## src/rtl/dd_video_pkg.sv

```systemverilog
// Shared video timing and sprite line-buffer constants.
package dd_video_pkg;

    localparam int unsigned HPOS_W    = 9;
    localparam int unsigned LINE_W    = 288;
    localparam int unsigned PIX_W     = 4;
    localparam int unsigned VIS_LINES = 224;

    localparam logic [HPOS_W-1:0] HPOS_SWAP = 9'd511;

endpackage

```

## src/rtl/dd_line_dpram.sv

```systemverilog
// One sprite line bank: port A is the build-side read + write, port B the scan-out read/clear.
module dd_line_dpram #(
    parameter  int unsigned LINE_W = 288,
    parameter  int unsigned PIX_W  = 4,
    localparam int unsigned ADDR_W = $clog2(LINE_W)
) (
    input  logic              clk,
    input  logic              a_ren,
    input  logic [ADDR_W-1:0] a_raddr,
    output logic [PIX_W-1:0]  a_rdata,
    input  logic              a_we,
    input  logic [ADDR_W-1:0] a_waddr,
    input  logic [PIX_W-1:0]  a_wdata,
    input  logic              b_en,
    input  logic              b_show,
    input  logic [ADDR_W-1:0] b_addr,
    output logic [PIX_W-1:0]  b_rdata
);

    logic [PIX_W-1:0] mem [LINE_W];

    // Port B returns zero unless shown, so the two banks' outputs can simply be ORed.
    always_ff @(posedge clk) begin
        if (a_ren) begin
            a_rdata <= mem[a_raddr];
        end
        b_rdata <= (b_en && b_show) ? mem[b_addr] : '0;
        if (b_en) begin
            mem[b_addr] <= '0;
        end
        if (a_we) begin
            mem[a_waddr] <= a_wdata;
        end
    end

endmodule

```

## src/rtl/dd_sprlinebuf.sv

```systemverilog
// Double-banked sprite line buffer: first-write-wins build bank, clear-on-read display bank.
module dd_sprlinebuf #(
    parameter int unsigned LINE_W = dd_video_pkg::LINE_W,
    parameter int unsigned PIX_W  = dd_video_pkg::PIX_W
) (
    input  logic             PCLK,
    input  logic             RST,
    input  logic [8:0]       HPOS,
    input  logic [8:0]       VPOS,
    input  logic             WR_EN,
    input  logic [8:0]       WR_X,
    input  logic [PIX_W-1:0] WR_PIX,
    output logic             WR_READY,
    output logic [PIX_W-1:0] OPIX,
    output logic             OVALID
);

    localparam int unsigned HPOS_W = dd_video_pkg::HPOS_W;
    localparam int unsigned ADDR_W = $clog2(LINE_W);
    localparam logic [HPOS_W-1:0] LINE_END = HPOS_W'(LINE_W);
    localparam logic [HPOS_W-1:0] VIS_END  = HPOS_W'(dd_video_pkg::VIS_LINES);

    logic             swap_c;
    logic             hvis_c;
    logic             wr_take_c;
    logic             bsel;
    logic [1:0]       swap_cnt;
    logic             primed;

    logic             s2_vld;
    logic             s2_bank;
    logic [ADDR_W-1:0] s2_x;
    logic [PIX_W-1:0] s2_pix;

    logic             fwd_vld;
    logic             fwd_bank;
    logic [ADDR_W-1:0] fwd_x;
    logic [PIX_W-1:0] fwd_val;

    logic [PIX_W-1:0] old_c;
    logic [PIX_W-1:0] merged_c;
    logic             wr_c;

    logic [PIX_W-1:0] a_rdata [2];
    logic [PIX_W-1:0] b_rdata [2];

    assign swap_c    = (HPOS == dd_video_pkg::HPOS_SWAP);
    assign hvis_c    = (HPOS < LINE_END);
    assign WR_READY  = !RST && !swap_c;
    assign wr_take_c = WR_EN && WR_READY && (WR_PIX != '0) && (WR_X < LINE_END);

    // Stage 2: the previous stage-2 result overrides a RAM read that raced its write.
    always_comb begin
        old_c = s2_bank ? a_rdata[1] : a_rdata[0];
        if (fwd_vld && (fwd_bank == s2_bank) && (fwd_x == s2_x)) begin
            old_c = fwd_val;
        end
        merged_c = (old_c != '0) ? old_c : s2_pix;
        wr_c     = s2_vld && !RST && (old_c == '0);
    end

    always_ff @(posedge PCLK) begin
        if (RST) begin
            bsel     <= 1'b0;
            swap_cnt <= 2'd0;
            primed   <= 1'b0;
            s2_vld   <= 1'b0;
            fwd_vld  <= 1'b0;
            OVALID   <= 1'b0;
        end else begin
            if (swap_c) begin
                bsel <= ~bsel;
                if (swap_cnt != 2'd2) begin
                    swap_cnt <= swap_cnt + 2'd1;
                end
                if (swap_cnt == 2'd1) begin
                    primed <= 1'b1;
                end
            end
            s2_vld  <= wr_take_c;
            fwd_vld <= s2_vld;
            OVALID  <= hvis_c && (VPOS < VIS_END) && primed;
        end
    end

    // Pipeline payload; qualified by the valid bits above.
    always_ff @(posedge PCLK) begin
        if (wr_take_c) begin
            s2_x    <= ADDR_W'(WR_X);
            s2_pix  <= WR_PIX;
            s2_bank <= bsel;
        end
        fwd_bank <= s2_bank;
        fwd_x    <= s2_x;
        fwd_val  <= merged_c;
    end

    for (genvar g = 0; g < 2; g++) begin : g_bank
        dd_line_dpram #(
            .LINE_W (LINE_W),
            .PIX_W  (PIX_W)
        ) u_ram (
            .clk     (PCLK),
            .a_ren   (wr_take_c && (bsel == 1'(g))),
            .a_raddr (ADDR_W'(WR_X)),
            .a_rdata (a_rdata[g]),
            .a_we    (wr_c && (s2_bank == 1'(g))),
            .a_waddr (s2_x),
            .a_wdata (s2_pix),
            .b_en    (!RST && hvis_c && (bsel != 1'(g))),
            .b_show  (primed),
            .b_addr  (ADDR_W'(HPOS)),
            .b_rdata (b_rdata[g])
        );
    end

    assign OPIX = b_rdata[0] | b_rdata[1];

endmodule

```

## config.mk

```make
export PLATFORM = sky130hd
export DESIGN_NAME = dd_sprlinebuf
export DESIGN_NICKNAME = d
export VERILOG_FILES = /design/src/rtl/dd_video_pkg.sv /design/src/rtl/dd_line_dpram.sv /design/src/rtl/dd_sprlinebuf.sv
export SDC_FILE = /design/constraint.sdc
export NUM_CORES = 2
export LEC_CHECK = 0
export CAP_MARGIN = 20
export CORE_MARGIN = 2
export CORE_UTILIZATION = 45
export CTS_CLUSTER_SIZE = 25
export DETAILED_ROUTE_END_ITERATION = 12
export PLACE_DENSITY = 0.65
export SLEW_MARGIN = 20
export SYNTH_ARGS = -nofsm -noshare
export SYNTH_HDL_FRONTEND = slang
export SYNTH_SLANG_ARGS = --single-unit
```

## constraint.sdc

```tcl
create_clock -name PCLK -period 6 [get_ports PCLK]
set_clock_uncertainty 0.15 [all_clocks]
set_input_delay 1.2 -clock PCLK [delete_from_list [all_inputs] [get_ports PCLK]]
set_output_delay 1.2 -clock PCLK [all_outputs]
set_load 0.05 [all_outputs]
```

After elaboration in Yosys (flattened, before gate mapping)

Memories as Yosys holds them, arrays and structs flattened. A register that Yosys moved wholly into a read port is not among the register bits.
Cells that the tools add are included.
W data, S select, Z words.

Mux-type cells: 11
Reduce and logical (&&, ||, !) cells: 28
Shift operators: 0
Divide/modulo/power cells: 0
Add/sub/neg operators: 1
Bitwise logic cells: 3
$lt $le $gt $ge: 3
Multiply operators: 0
Equality and inequality tests: 5

Operators with widths:

| cell                  | count |
|---|---|
| $logic_and A1 B1 Y1   | 19 |
| $lt A9 B9 Y1 const B  | 2 |
| $mux W4               | 3 |
| $eq A9 B9 Y1          | 1 |
| $eq A9 B9 Y1 const B  | 1 |
| $lt A9 B8 Y1 const B  | 1 |
| $mux W1               | 8 |
| $reduce_bool A4 Y1    | 2 |
| $logic_not A1 Y1      | 4 |
| $logic_not A4 Y1      | 1 |
| $or A4 B4 Y4          | 1 |
| $reduce_and A2 Y1     | 2 |
| $add A2 B1 Y2 const B | 1 |
| $eq A2 B1 Y1 const B  | 1 |
| $ne A2 B2 Y1 const B  | 1 |
| $not A1 Y1            | 2 |
| $eq A1 B1 Y1          | 1 |

Input bits: 34
Register bits: 35
Memory bits (writable): 2304
ROM bits: 0
Latch bits: 0
Memories: 2

Memories:

| name                | words | bits a word | read ports | clocked after memory_dff | write ports | RTL line            | source |
|---|---|---|---|---|---|---|---|
| g_bank[0].u_ram.mem | 288   | 4           | 2          | 2                        | 2           | dd_line_dpram.sv:20 | `logic [PIX_W-1:0] mem [LINE_W];` |
| g_bank[1].u_ram.mem | 288   | 4           | 2          | 2                        | 2           | dd_line_dpram.sv:20 |  |

Logic depth before layout (Yosys ltp)

Depth in word-level cells: 9
Mapped depth: 13
Depth with buffers taken out: 7

Cells and area by module

A second synthesis with hierarchy kept.

Cell total of the unflattened synthesis: 9813
Area, all modules: 132415.7 um^2

Modules (own cells, without submodules):

| module        | area each (um^2) | times used | sequential area each (um^2) | cells an instance |
|---|---|---|---|---|
| dd_line_dpram | 65529.1          | 2          | 34793.4                     | 4853 |
| dd_sprlinebuf | 1357.6           | 1          | 840.8                       | 107 |

Worst setup path after synthesis

OpenSTA, ideal clock, no wires.

Path kind: input -> register
Start point: input HPOS[0]
End point: register g_bank[0].u_ram.a_rdata[0] (read register of g_bank[0].u_ram.mem), enable pin
Data required time: 5.517 ns
Stages: 10
Buffers on the path: 6
Arrival time: 4.206 ns
Setup slack: 1.312 ns
Path through: buf_6 > buf_6 > buf_6 > buf_8 > buf_6 > buf_6 > nand2_1 > nor4_1 > nor4_1 > nor2b_1

Cells in the longest elaborated chain, start to end: 7

RTL lines:

| what                             | RTL line             | source |
|---|---|---|
| start: declaration               | dd_sprlinebuf.sv:8   | `input logic [8:0] HPOS,` |
| $eq A9 B9 Y1                     | dd_sprlinebuf.sv:47  | `assign swap_c = (HPOS == dd_video_pkg::HPOS_SWAP);` |
| $logic_not A1 Y1                 | dd_sprlinebuf.sv:49  | `assign WR_READY = !RST && !swap_c;` |
| $logic_and A1 B1 Y1              | dd_sprlinebuf.sv:49  |  |
| $logic_and A1 B1 Y1 (3 in a row) | dd_sprlinebuf.sv:50  | `assign wr_take_c = WR_EN && WR_READY && (WR_PIX != '0) && (WR_X < LINE_END);` |
| named net wr_take_c              | dd_sprlinebuf.sv:25  | `logic wr_take_c;` |
| $logic_and A1 B1 Y1              | dd_sprlinebuf.sv:104 | `.a_ren (wr_take_c && (bsel == 1'(g))),` |
| named net g_bank[0].u_ram.a_ren  | dd_line_dpram.sv:8   | `input logic a_ren,` |
| end: declaration                 | dd_line_dpram.sv:10  | `output logic [PIX_W-1:0] a_rdata,` |

The timed path passes the listed nets, and every way through them passes these cells.
A chain may end at the register's enable or synchronous reset.

Worst setup path after layout

Start point: input HPOS[4]
End point: output WR_READY

Cells in the longest elaborated chain, start to end: 3

RTL lines:

| what                | RTL line            | source |
|---|---|---|
| $eq A9 B9 Y1        | dd_sprlinebuf.sv:47 |  |
| $logic_not A1 Y1    | dd_sprlinebuf.sv:49 |  |
| $logic_and A1 B1 Y1 | dd_sprlinebuf.sv:49 |  |
| end: declaration    | dd_sprlinebuf.sv:13 | `output logic WR_READY,` |

Every way passes these cells.

==> reports/metrics.csv <==
metric;value;unit
Netlist cell types;72;
most frequent cells in the layout;nor2_1 (2393), edfxtp_1 (2326), mux4_2 (1271);
worst reg2reg path depth;9;
Post-Synth Simple-Gate Area;9.36;%
mux share of post-synthesis cell area;24.3;%
Cells after Synth;8798;
PwrDens;252;nW/um^2
commonest non-fill, non-tap cell in the layout;nor2_1;
1st-iter DRT viols;16900;
syn avg cell area;14.0;sq um
Setup crit start;HPOS[4];
overall routed net length;494000;microns
Total GRT Usage;35.1;%
Clock transition at path regs;0.07;ns
Core Box Area;273000;sq um
layout cells sized above 1;26.1;%
Sink Count;2355;
cell family contributing the most delay on the critical path;buffers and inverters;
register area;70400;sq um
Max Fclk;0.198;GHz
Post-CTS Hold Buffers;0;
Pre-antenna DRT Iters;10;
register bit total from synthesis;2355;
fin util;50.1;%
Net Count, Synth;8834;
Top FF cell, synth;edfxtp_1;
die height;528;microns
critical path class;in2out;
Port Buffers;34;
status;complete, no violations;
nets;8572;
clk buf depth;3;
Via Count;89900;
period utilization;84.1;%
RePlAce Congestion;1.03;
CTS root buffer;clkbuf_16;
crit path capture;WR_READY;
Num CTS Buffers;239;
pin count of the biggest net entering global routing;66;
Fin Setup TNS;0;ns
multi-input logic area;49000;sq um
Leakage;0.0456;uW
EDFF count, synth;2326;
CP most frequent cell;buf_4;
Async S/R FF share, synth;0;%
num rows;192;
Critical Path Sink Type;output port;
Area Overhead vs Synth;11.0;%
r2r setup slk;1.18;ns
Antenna Violating Nets Remaining;0;
via density per instance;7.27;
Slew Limit Fails;0;
VDD IR max;0.284;mV
GRT overflow;0;
crit start category;primary input;
Mapped Area;123000;sq um
largest family of logic cells by synthesized area;multiplexers;
Largest stage delay, worst path;0.89;ns
compound-cell area share of the yosys netlist;5.53;%
reg2reg end;g_bank[1].u_ram.mem[219][0];
crit-path cells;clkdlybuf4s50_1 -> nand2_1 -> nor4_2 -> buf_4 -> nor2_1 -> buf_4;
Critical Path Fanout Max;8;
CTS tree;done;
Die ar.;279000;sq um
Stages on worst setup path;6;
Crit path buffers/inverters;3;
Slew headroom;19.8;%
Synth Area in XOR/XNOR;0.0851;%
starting density of the core;45.2;%
reg2reg start;s2_bank;
setup bufs post-CTS;0;
CP required;4.65;ns
detailed placement HPWL;333000;microns
post-CTS sizing;0;
unrepaired setup endpoints after global routing;false;
Hold WC Path Type;reg2reg;
vias in the first global route;87800;
Hold WS;0.347;ns
sequential fraction of the synthesis area;57.0;%
Worst EP arrival;3.69;ns
Power, Total;34500;uW
Ys Warns;0;
initial antenna violation count;40;
Synth Area in Adders;0.0203;%
DRC viols;0;
final setup vio count;0;
die width;528;microns
Tmin final;5.04;ns
worst skew pair latency;0.97;ns
slowest CP cell;clkdlybuf4s50_1;
final hold viol count;0;
maxcap violations;0;
# IOs;40;
first-pass GRT wire length;680000;microns
Slew @ Worst Pin;1.20;ns
routed len/inst;40.0;microns
H-tree lvl count;4;
fillers;22800;
synth_stat cells, types with 5 or more instances:
cell type | n | area, sq um
nor2_1 | 2397 | 9000
edfxtp_1 | 2326 | 69800
mux4_2 | 1271 | 28600
clkbuf_1 | 807 | 3030
o22ai_1 | 605 | 3780
nand2_1 | 255 | 957
buf_2 | 153 | 766
a22oi_1 | 133 | 998
mux2i_1 | 106 | 1060
a21oi_1 | 86 | 430
nand3_1 | 59 | 295
buf_1 | 58 | 218
buf_4 | 43 | 323
nor3_1 | 36 | 180
nor2b_1 | 35 | 219
o21ai_0 | 33 | 165
dfxtp_1 | 29 | 581
a22o_1 | 28 | 245
mux2_2 | 28 | 315
a211oi_1 | 27 | 203
a221oi_1 | 27 | 236
nand2b_1 | 18 | 113
a31oi_1 | 17 | 106
o221ai_1 | 17 | 149
and2_1 | 13 | 81.3
and3_1 | 12 | 75.1
nor3b_1 | 12 | 90.1
nor4_1 | 12 | 75.1
xnor2_1 | 12 | 105
inv_1 | 11 | 41.3
nand4_1 | 11 | 68.8
a2111oi_0 | 10 | 87.6
buf_6 | 9 | 101
or2_2 | 8 | 50.1
or3_1 | 8 | 50.1
o211ai_1 | 7 | 52.6
a311oi_1 | 6 | 52.6
a221o_1 | 5 | 50.1
per-stage QoR:
| step | setup WS [ns] | instance area, sq um | std cells |
|---|---|---|---|
| floorplan | 1.31 | 123000 | 8798 |
| global placement | 0.400 | 129000 | 11900 |
| detailed placement | 0.413 | 129000 | 11900 |
| CTS | 1.02 | 137000 | 12300 |
| global route | 0.932 | 137000 | 12300 |
| finish | 0.956 | 137000 | 12400 |
layout make-up:
cell class | count | area share (%)
clock buffers | 295 | 4.54
repair buffers | 570 | 4.03
flip-flops and latches | 2355 | 51.4
inverters | 15 | 0.0456
well taps | 3589 | 3.28
multi-input cells | 5355 | 35.7
diodes | 33 | 0.0602
clock inverters | 145 | 0.937
worst register-to-register path: stages, from the launching register on:
cell      delay (ns)
edfxtp_1        0.93
xnor2_1         0.20
nand3_1         0.14
nor3_4          0.43
mux2i_1         0.16
buf_4           0.22
and4b_1         0.52
nand3_4         0.59
buf_4           0.50
o22ai_1         0.56
state kept, by name (all words and copies together), names as in the netlist:
signal and count:
fwd_val 4, g_bank.u_ram.mem 2304, fwd_bank 1, s2_pix 4, primed 1, OVALID 1, g_bank.u_ram.a_rdata 8, bsel 1
s2_bank 1, g_bank.u_ram.b_rdata 8, fwd_x 9, swap_cnt 2, fwd_vld 1, s2_vld 1, s2_x 9
cell families after synthesis:
group,count (synthesis)
buf+inv,1088
mux,1405
fa+ha+maj,2
flops,2355
xor+xnor,12
compound gates,1032
simple gates,2904
power by group:
group	internal, uW	total (uW)	switching [uW]
Combinational	595	1930	1330
Clock	7970	14800	6820
Sequential	17800	17800	15.4
layer usage:
layer	wire length, microns	share of wire, %	GRT usage (%)
met1	152000	31	41.9
met2	214000	43	51.0
met3	83900	17	15.1
met4	43300	8.8	24.8
met5	348	0.070	0.450
worst min-delay path by stage:
stage | startpoint | to | slack, ns | depth (start not counted)
2_1_floorplan | s2_x[2] | fwd_x[2] | 0.19 | 0
3_3_place_gp | fwd_val[1] | fwd_val[1] | 0.31 | 2
3_5_place_dp | fwd_val[3] | fwd_val[3] | 0.32 | 2
4_1_cts | fwd_val[3] | fwd_val[3] | 0.34 | 2
5_1_grt | fwd_val[2] | fwd_val[2] | 0.37 | 2
6_report | fwd_val[1] | fwd_val[1] | 0.35 | 2
No activity file was read; power rests on OpenSTA's default activity.
